## config.mk

```make
export PLATFORM = sky130hd
export DESIGN_NAME = sig_gen_voice_alloc_flat
export DESIGN_NICKNAME = d
export VERILOG_FILES = /design/src/rtl/sig_gen_voice_alloc_if.sv /design/src/rtl/sig_gen_voice_alloc.sv /design/src/flat_wrapper.sv
export SDC_FILE = /design/constraint.sdc
export NUM_CORES = 1
export LEC_CHECK = 0
export ABC_AREA = 1
export CAP_MARGIN = 20
export CORE_MARGIN = 1.5
export CORE_UTILIZATION = 55
export DETAILED_ROUTE_END_ITERATION = 10
export DONT_BUFFER_PORTS = 1
export PLACE_DENSITY = 0.81
export SYNTH_ARGS = -nofsm -noshare
export SYNTH_HDL_FRONTEND = slang
export SYNTH_SLANG_ARGS = --single-unit
export TNS_END_PERCENT = 1
```

## constraint.sdc

```tcl
create_clock -name clk -period 11.9 [get_ports clk]
set_input_delay 1.785 -clock clk [delete_from_list [all_inputs] [get_ports clk]]
set_output_delay 1.785 -clock clk [all_outputs]
set_load 0.1 [all_outputs]
```

## src/rtl/sig_gen_voice_alloc_if.sv

```systemverilog
// Note event channel into the voice allocator: valid/ready handshake plus
// the note-on/note-off payload.
interface sig_gen_voice_alloc_if;
  logic        ev_valid;
  logic        ev_ready;
  logic        ev_on;
  logic [6:0]  ev_note;
  logic [31:0] ev_freq;
  logic [31:0] ev_amp;
  logic [31:0] ev_extra;

  modport master (
    output ev_valid, ev_on, ev_note, ev_freq, ev_amp, ev_extra,
    input  ev_ready
  );

  modport slave (
    input  ev_valid, ev_on, ev_note, ev_freq, ev_amp, ev_extra,
    output ev_ready
  );
endinterface

```

## src/rtl/sig_gen_voice_alloc.sv

```systemverilog
// Voice allocator for the sig_gen bank: maps note events onto generators,
// steals the oldest voice when the bank is full, and programs sig_gen.
//
// state  | meaning
// IDLE   | waiting for an event or all_off
// LOOKUP | pick target voice from the table and the latched event
// WRITE  | write pulse on mask, table updated at the end of the cycle
// CLR    | one silencing write per busy voice, ascending index
module sig_gen_voice_alloc #(
  parameter int WAVE_CNT = 4,
  parameter int AGE_W    = 8
) (
  input  logic                clk,
  input  logic                rst,
  sig_gen_voice_alloc_if.slave ev,
  input  logic                all_off,
  output logic [31:0]         frequency,
  output logic [31:0]         amplitude,
  output logic [31:0]         extra,
  output logic [31:0]         mask,
  output logic [WAVE_CNT-1:0] voices_busy,
  output logic                steal
);

  localparam int VW = (WAVE_CNT > 1) ? $clog2(WAVE_CNT) : 1;

  typedef enum logic [1:0] {IDLE, LOOKUP, WRITE, CLR} state_t;

  state_t              state;
  logic [WAVE_CNT-1:0] busy;
  logic [6:0]          note_q [WAVE_CNT];
  logic [AGE_W-1:0]    age_q  [WAVE_CNT];
  logic [VW-1:0]       tgt;

  logic        lat_on;
  logic [6:0]  lat_note;
  logic [31:0] lat_freq;
  logic [31:0] lat_amp;
  logic [31:0] lat_extra;

  logic                hit_found, free_found, clr_found;
  logic [VW-1:0]       hit_v, free_v, old_v, on_v, clr_v;
  logic [AGE_W-1:0]    old_age;
  logic [WAVE_CNT-1:0] clr_cand;

  assign ev.ev_ready  = (state == IDLE) && !all_off && !rst;
  assign voices_busy  = busy;

  // Oldest-voice search uses strict '>' so ties resolve to the lowest index.
  always_comb begin
    hit_found  = 1'b0;
    hit_v      = '0;
    free_found = 1'b0;
    free_v     = '0;
    old_v      = '0;
    old_age    = '0;
    for (int i = 0; i < WAVE_CNT; i++) begin
      if (busy[i] && (note_q[i] == lat_note) && !hit_found) begin
        hit_found = 1'b1;
        hit_v     = VW'(i);
      end
      if (!busy[i] && !free_found) begin
        free_found = 1'b1;
        free_v     = VW'(i);
      end
      if (age_q[i] > old_age) begin
        old_age = age_q[i];
        old_v   = VW'(i);
      end
    end
    on_v = hit_found ? hit_v : (free_found ? free_v : old_v);
  end

  // During CLR the voice currently on the bus is excluded; its busy bit
  // drops at the end of its write cycle.
  always_comb begin
    clr_cand  = busy & ~mask[WAVE_CNT-1:0];
    clr_found = 1'b0;
    clr_v     = '0;
    for (int i = 0; i < WAVE_CNT; i++) begin
      if (clr_cand[i] && !clr_found) begin
        clr_found = 1'b1;
        clr_v     = VW'(i);
      end
    end
  end

  always_ff @(posedge clk or posedge rst) begin
    if (rst) begin
      state     <= IDLE;
      busy      <= '0;
      tgt       <= '0;
      lat_on    <= 1'b0;
      lat_note  <= '0;
      lat_freq  <= '0;
      lat_amp   <= '0;
      lat_extra <= '0;
      frequency <= '0;
      amplitude <= '0;
      extra     <= '0;
      mask      <= '0;
      steal     <= 1'b0;
      for (int i = 0; i < WAVE_CNT; i++) begin
        note_q[i] <= '0;
        age_q[i]  <= '0;
      end
    end else begin
      case (state)
        IDLE: begin
          if (all_off) begin
            state <= CLR;
          end else if (ev.ev_valid) begin
            lat_on    <= ev.ev_on;
            lat_note  <= ev.ev_note;
            lat_freq  <= ev.ev_freq;
            lat_amp   <= ev.ev_amp;
            lat_extra <= ev.ev_extra;
            state     <= LOOKUP;
          end
        end
        LOOKUP: begin
          if (lat_on) begin
            tgt       <= on_v;
            mask      <= 32'd1 << on_v;
            frequency <= lat_freq;
            amplitude <= lat_amp;
            extra     <= lat_extra;
            steal     <= !hit_found && !free_found;
            state     <= WRITE;
          end else if (hit_found) begin
            tgt       <= hit_v;
            mask      <= 32'd1 << hit_v;
            frequency <= '0;
            amplitude <= '0;
            extra     <= '0;
            state     <= WRITE;
          end else begin
            state <= IDLE;
          end
        end
        WRITE: begin
          mask  <= '0;
          steal <= 1'b0;
          state <= IDLE;
          for (int i = 0; i < WAVE_CNT; i++) begin
            if (VW'(i) == tgt) begin
              busy[i]  <= lat_on;
              age_q[i] <= '0;
              if (lat_on) note_q[i] <= lat_note;
            end else if (lat_on && busy[i] && (age_q[i] != {AGE_W{1'b1}})) begin
              age_q[i] <= age_q[i] + 1'b1;
            end
          end
        end
        CLR: begin
          busy <= busy & ~mask[WAVE_CNT-1:0];
          for (int i = 0; i < WAVE_CNT; i++) begin
            if (mask[i]) age_q[i] <= '0;
          end
          if (clr_found) begin
            mask      <= 32'd1 << clr_v;
            frequency <= '0;
            amplitude <= '0;
            extra     <= '0;
          end else begin
            mask  <= '0;
            state <= IDLE;
          end
        end
        default: state <= IDLE;
      endcase
    end
  end

endmodule

```

## src/flat_wrapper.sv

```systemverilog
// flat-port wrapper written by rule: the top's interface ports become plain ports
module sig_gen_voice_alloc_flat 
#(
  parameter int WAVE_CNT = 4,
  parameter int AGE_W    = 8
)
  (clk, rst, all_off, frequency, amplitude, extra, mask, voices_busy, steal, ev_ev_valid, ev_ev_on, ev_ev_note, ev_ev_freq, ev_ev_amp, ev_ev_extra, ev_ev_ready);
  sig_gen_voice_alloc_if ev_i ();
  input  logic clk;
  input  logic rst;
  input  logic all_off;
  output logic [31:0] frequency;
  output logic [31:0] amplitude;
  output logic [31:0] extra;
  output logic [31:0] mask;
  output logic [WAVE_CNT-1:0] voices_busy;
  output logic steal;
  input wire logic [$bits(ev_i.ev_valid)-1:0] ev_ev_valid;
  input wire logic [$bits(ev_i.ev_on)-1:0] ev_ev_on;
  input wire logic [$bits(ev_i.ev_note)-1:0] ev_ev_note;
  input wire logic [$bits(ev_i.ev_freq)-1:0] ev_ev_freq;
  input wire logic [$bits(ev_i.ev_amp)-1:0] ev_ev_amp;
  input wire logic [$bits(ev_i.ev_extra)-1:0] ev_ev_extra;
  output wire logic [$bits(ev_i.ev_ready)-1:0] ev_ev_ready;
  assign ev_i.ev_valid = ev_ev_valid;
  assign ev_i.ev_on = ev_ev_on;
  assign ev_i.ev_note = ev_ev_note;
  assign ev_i.ev_freq = ev_ev_freq;
  assign ev_i.ev_amp = ev_ev_amp;
  assign ev_i.ev_extra = ev_ev_extra;
  assign ev_ev_ready = ev_i.ev_ready;
  sig_gen_voice_alloc #(.WAVE_CNT(WAVE_CNT), .AGE_W(AGE_W)) u_core (.clk(clk), .rst(rst), .ev(ev_i), .all_off(all_off), .frequency(frequency), .amplitude(amplitude), .extra(extra), .mask(mask), .voices_busy(voices_busy), .steal(steal));
endmodule
```

==> metrics, run 1 <==
outcome=finished, final reports clean; fin util=59.7%; Final Cycle Share=between 40 and 50%; Buffers on Ports=0; buffer count from post-CTS setup fixing=0; Yosys cell types=42; Crit. End Element=register; commonest non-fill, non-tap cell in the layout=nand2_1; warnings from Yosys=0; DIE HEIGHT=about 160 µm; die area=approximately 25,000 µm²; Placer Congestion=approximately 0.89; multi-input logic area=roughly 5700 µm²; worst hold path class=register to register; GR Util All Layers=about a quarter; Worst EP arrival=slightly below 6 ns; Synth Cell Area=13,500 µm²; Yosys top cell by area=dfrtp_1; total grt overflow=0; Area contributors post-synth=dfrtp_1 (51%), mux2_2 (8.0%), nand2_1 (7.7%); fin area=between 10,000 and 15,000 µm²; Clock Skew=about 0.012 ns; share of post-route cells with drive strength above 1=approximately a fifth; Total Nets Final=approximately 1,500; clk slew on worst S/H paths=about 0.06 ns; Cell Rows=57; Max transition margin=roughly 23%; Vias=9,595; I/O pins=~240; RSZ-0062 raised after global routing=false; commonest non-fill, non-tap cells in the layout=nand2_1 (276), dfrtp_1 (272), nand3_1 (134), mux2_2 (96), inv_1 (90); Crit-path slowest cell=a21oi_1; Final Hold Fails=0; initial cell density of the core=approximately 56%; Skew-Pair Late Insertion Delay=0.55 ns; vias in the first global route=9,357; final setup vio count=0; CORE AREA=about 24,000 µm²; register area share after synthesis=about half; post_cts resized=0; vias per cell=5.52; Initial DRC Count=~640; Period minus WS final=between 5 and 6 ns; Synth Instances=1,417; max incr delay on CP=around 0.53 ns; first-pass GRT wire length=48.4 mm; Clock Path Buffers=3; CTS Root Cell=clkbuf_16; hpwl dp=~20 mm; initial antenna violation count=8; antenna-violating nets left=0; cell mode on critical path=nand2_1; wirelength, routed=~30 mm; area grow syn2layout=6.97%; Fill cells=roughly 2,000; Slew @ Worst Pin=1.15 ns; CTS Sinks=around 270; Synth Area per Inst=~9.5 µm²; Worst EP required=around 12 ns; share of the synthesized area in the top cell type=between 50% and 60%; max cap viols=0; Max FO, Critical Path=18; placed cell areas=13,400 µm²; Die W=around 160 µm; detailed-router iteration count before antenna repair=5; f_max=approximately 0.19 GHz; Startpoint Class=register; CTS tree=done; H-tree depth=1; wire per inst=between 15 and 20 µm; max-slew violation count=0; flops & latches, synth=around 270; kind of critical path=register to register; Hold-fix buffers, CTS=0; Setup TNS=0 ns; # DRC=0; Sequential cell area=~6800 µm²; pin count of the biggest net entering global routing=123; total CTS buffers=30
-- cells in the mapped netlist, drive strengths merged --
cell type / n
nand2: 315
dfrtp: 273
o21ai: 172
nand3: 134
inv: 98
mux2: 96
nor2: 96
buf: 60
a21oi: 53
clkbuf: 36
ha: 29
nand4: 14
nor3: 8
a31oi: 4
o211ai: 4
nor4: 3
or2: 3
xnor2: 3
xor2: 3
a21o: 2
nor3b: 2
o21a: 2
a22o: 1
a31o: 1
clkinv: 1
conb: 1
o21bai: 1
o31ai: 1
o41ai: 1
-- routing by layer --
| layer | vias up | global-route usage, % | part of all wire, % |
|---|---|---|---|
| met4 | 6 | 8.45 | 3.0 |
| met3 | 77 | 7.90 | 9.3 |
| li1 | 4606 | - | - |
| met2 | 330 | 37.5 | 47 |
| met5 | - | 0 | 0.14 |
| met1 | 4576 | 29.4 | 40 |
-- cell type report --
class | instances | area share [%]
Antenna cell | 6 | 0.104
Clock buffer | 36 | 5.78
Clock inverter | 16 | 1.07
Inverter | 99 | 2.68
Multi-Input combinational cell | 976 | 39.5
Sequential cell | 273 | 47.4
Tap cell | 324 | 2.81
Timing Repair Buffer | 8 | 0.693
-- final timing paths --
| kind | end | cells after the start | slack (ns) | from |
|---|---|---|---|---|
| max in group asynchronous | u_core.lat_amp[16]$_DFFE_PP0P_ | 2 | 9.23 | rst |
| hold / removal | u_core.note_q[22]$_DFFE_PP0P_ | 2 | 0.49 | u_core.note_q[22]$_DFFE_PP0P_ |
| min in group asynchronous | u_core.note_q[14]$_DFFE_PP0P_ | 1 | 1.28 | rst |
| hold reg to reg | u_core.note_q[22]$_DFFE_PP0P_ | 2 | 0.49 | u_core.note_q[22]$_DFFE_PP0P_ |
| setup / recovery | u_core.mask[1]$_DFFE_PP0P_ | 37 | 6.55 | u_core.age_q[24]$_DFFE_PP0P_ |
| setup reg to reg | u_core.mask[1]$_DFFE_PP0P_ | 37 | 6.55 | u_core.age_q[24]$_DFFE_PP0P_ |
-- flip-flops by register name (all words and copies together) (netlist names) --
signal,count
u_core.steal,1
u_core.amplitude,32
u_core.lat_extra,32
u_core.age_q,32
u_core.lat_amp,32
u_core.lat_freq,32
u_core.note_q,28
u_core.state,2
u_core.lat_note,7
u_core.voices_busy,4
u_core.extra,32
u_core.frequency,32
u_core.mask,4
u_core.tgt,2
u_core.lat_on,1
-- through the flow --
step | instances | setup slack (ns) | hold slack, ns
detailed placement | 1678 | 6.63 | 0.481
finish | 1738 | 6.55 | 0.490
CTS | 1730 | 6.58 | 0.496
floorplan | 1444 | 2.59 | 0.453
global route | 1733 | 5.88 | 0.508
global placement | 1678 | 6.81 | 0.470
-- kinds of logic (layout without fill, tap and decap cells) --
| family | count (synthesis) | count (layout) | share of synthesized area (%) |
|---|---|---|---|
| buf+inv | 195 | 159 | 7.98 |
| mux | 96 | 96 | 8.01 |
| simple gates | 575 | 575 | 18.6 |
| flops | 273 | 273 | 50.6 |
| xor+xnor | 6 | 6 | 0.390 |
| compound gates | 242 | 242 | 11.7 |
| fa+ha+maj | 29 | 29 | 2.69 |
| other cells | 1 | 34 | 0.0278 |
-- worst max-delay path, delay by kind of cell, from the launching register on --
kind,cells,cell delay [ns]
buffers and inverters,4,0.44
and+or+nand+nor,24,2.20
DFF,1,0.37
adders and majority gates,4,0.95
AOI/OAI and AO/OA,5,1.30
Power of run 1 is left out: the tool's default activity adds up to more than one toggle a clock period on the data nets, which glitch-free logic cannot reach.
==> run 2, diff against run 1 <==
--- a/config.mk
+++ b/config.mk
@@ -5,13 +5,13 @@
 export SDC_FILE = /design/constraint.sdc
 export NUM_CORES = 1
 export LEC_CHECK = 0
-export ABC_AREA = 1
+export ABC_AREA = 0
 export CAP_MARGIN = 20
 export CORE_MARGIN = 1.5
 export CORE_UTILIZATION = 55
 export DETAILED_ROUTE_END_ITERATION = 10
 export DONT_BUFFER_PORTS = 1
-export PLACE_DENSITY = 0.81
+export PLACE_DENSITY = 0.84
 export SYNTH_ARGS = -nofsm -noshare
 export SYNTH_HDL_FRONTEND = slang
 export SYNTH_SLANG_ARGS = --single-unit
==> constraint.sdc (replaced) <==
create_clock -name clk -period 4.45 [get_ports clk]
set_input_delay 0.6675 -clock clk [delete_from_list [all_inputs] [get_ports clk]]
set_output_delay 0.6675 -clock clk [all_outputs]
set_load 0.1 [all_outputs]
==> metrics, run 2 <==
initial antenna violation count=6; area grow syn2layout=12.6%; Clock Skew=0.0160 ns; Max transition margin=roughly 33%; warnings from Yosys=0; vias in the first global route=between 9,000 and 10,000; Setup WS pre-CTS=-0.798 ns; f_max=approximately 0.20 GHz; Post-Synth Adder-Cell Area=~2.9%; RSZ-0062 raised after global routing=true; Area contributors post-synth=dfrtp_1 (54%), mux2_2 (12%), nand3_1 (4.5%); H-tree depth=1; Synth Area in XOR/XNOR=under 10%; CORE AREA=around 23,000 µm²; Hold-fix buffers, CTS=0; register area share after synthesis=roughly 54%; placed insts=about 1,400; Initial DRC Count=620; DIE HEIGHT=155 µm; GR Util All Layers=24.2%; share of post-route cells with drive strength above 1=around 23%; Vias=8,875; max-slew violation count=0; Yosys cell types=43; share of the synthesized area in the top cell type=roughly 54%; max cap viols=0; Total Nets Final=1,344; Slew @ Worst Pin=1.01 ns; Post-synth EDFFs=0; Startpoint Class=register; Worst EP required=4.90 ns; WP buf/inv=4; Placer Congestion=0.915; max incr delay on CP=between 0.3 and 0.4 ns; pin count of the biggest net entering global routing=around 190; Reg2Reg Setup Slack=-0.59 ns; Final Cycle Share=113%; ys async rst share=100%; Yosys top cell by area=dfrtp_1; Worst EP arrival=~5.5 ns; Synth Cell Area=12,700 µm²; Synth Area per Inst=approximately 11 µm²; flops & latches, synth=around 270; clk slew on worst S/H paths=0.06 ns; commonest non-fill, non-tap cells in the layout=dfrtp_1 (273), mux2_2 (133), nand3_1 (114), inv_1 (109), o21ai_1 (95); reg2reg path depth=29; mux cell area share after synthesis=about an eighth; final worst slack=-0.587 ns; Max FO, Critical Path=7; Die W=around 150 µm; Post-Synth Simple-Gate Area=11.1%; Synth Area in Compound Gates=under 10%; detailed-router iteration count before antenna repair=5; antenna-violating nets left=0; placed cell areas=13,000 µm²; Buffers on Ports=0; Cell Rows=55; largest family of logic cells by synthesized area=multiplexers; Period minus WS final=roughly 5.0 ns; # DRC=0; CTS Sinks=between 200 and 300; CTS Root Cell=clkbuf_16; total grt overflow=0; worst hold path class=input port to async pin; failing checks=negative setup slack; Levels on crit path=29; final setup vio count=6; Main synth FF type=dfrtp_1; Final Hold Fails=0; wirelength, routed=29.1 mm; total CTS buffers=27; die area=between 20,000 and 25,000 µm²; Synth Instances=1,185; I/O pins=242; Skew-Pair Late Insertion Delay=roughly 0.54 ns; fin area=14,300 µm²; Setup TNS=-3.26 ns; wire per inst=roughly 19 µm; initial cell density of the core=56.1%; Synth top cells by count=dfrtp_1 (273), mux2_2 (134), nand3_1 (114); Finished Layout Cells=between 1,500 and 2,000; Fill cells=1,658; commonest non-fill, non-tap cell in the layout=dfrtp_1; Clock Path Buffers=3; top-count cell post-synth=dfrtp_1; hpwl dp=between 15 and 20 mm; kind of critical path=register to register; first-pass GRT wire length=about 47 mm; Crit-path slowest cell=dfrtp_1; outcome=complete, but fails checks; vias per cell=a little under 6; Largest delay share family, worst path=compound AO/OA/AOI/OAI gates; Crit. End Element=register; CTS tree=done
run 2: changes by cell type after synthesis, sizes merged, moves of 11 or more:
cell    previous run  this run
nand3            134       114
clkbuf            36        22
a21oi             53        22
mux2              96       134
nand2            315        56
nand2b             0        15
buf               60        71
xnor2              3        30
inv               98       112
and3               0        13
nor2              96        39
run 2: timing repair:
action,CTS,global route
gates cloned,1,0
resized for setup,32,17
endpoints found under the hold margin,0,0
setup endpoints to repair,6,6
setup buffers,9,4
pin swaps,24,23
run 2: cell families after synthesis:
| kind of cell | after synthesis |
|---|---|
| DFF | 273 |
| AOI/OAI and AO/OA | 217 |
| adders and majority gates | 29 |
| muxes | 142 |
| other | 1 |
| xor gates and xnor gates | 32 |
| and+or+nand+nor | 286 |
| buffers and inverters | 205 |
run 2: cell type report:
cell class                 count  area, µm²  area share [%]
clock inverter                12        208            1.45
clock buffer                  38        787            5.50
antenna                        5       12.5          0.0875
tap                          285        357            2.49
inverter                     112        424            2.97
timing repair buffer          59        538            3.76
sequential                   273       6830            47.8
multi-input combinational    734       5140            35.9
run 2: worst paths after layout:
check	startpoint	to
min in group clk	all_off	u_core.state[1]$_DFFE_PP0P_
max in group asynchronous	rst	u_core.lat_amp[28]$_DFFE_PP0P_
hold reg to reg	u_core.lat_freq[28]$_DFFE_PP0P_	u_core.frequency[28]$_DFFE_PP0P_
setup / recovery	u_core.age_q[25]$_DFFE_PP0P_	u_core.mask[1]$_DFFE_PP0P_
setup reg to reg	u_core.age_q[25]$_DFFE_PP0P_	u_core.mask[1]$_DFFE_PP0P_
hold / removal	rst	u_core.lat_extra[10]$_DFFE_PP0P_
run 2: worst register-to-register path, delay by kind of cell (launching register included):
| family | cells | cell delay (ns) |
|---|---|---|
| mux | 1 | 0.23 |
| compound gates | 13 | 1.95 |
| buf+inv | 4 | 0.58 |
| simple gates | 7 | 0.91 |
| fa+ha+maj | 4 | 0.90 |
| flops | 1 | 0.39 |
run 2: through the flow:
step	util [%]	hold slack, ns
global route	63.1	0.0265
finish	63.1	0.0178
floorplan	-	0.465
global placement	57.3	0.475
CTS	62.7	0.0171
detailed placement	57.3	0.491
run 2: metal layers:
metal / vias up / GRT usage [%] / wire, µm
met3: 87 / 7.52 / 2760
met1: 4339 / 29.9 / 11100
met5: - / 0 / 13
li1: 4052 / - / -
met2: 395 / 39.4 / 14000
met4: 2 / 10.7 / 1170
Power of run 2 is left out for the same reason.
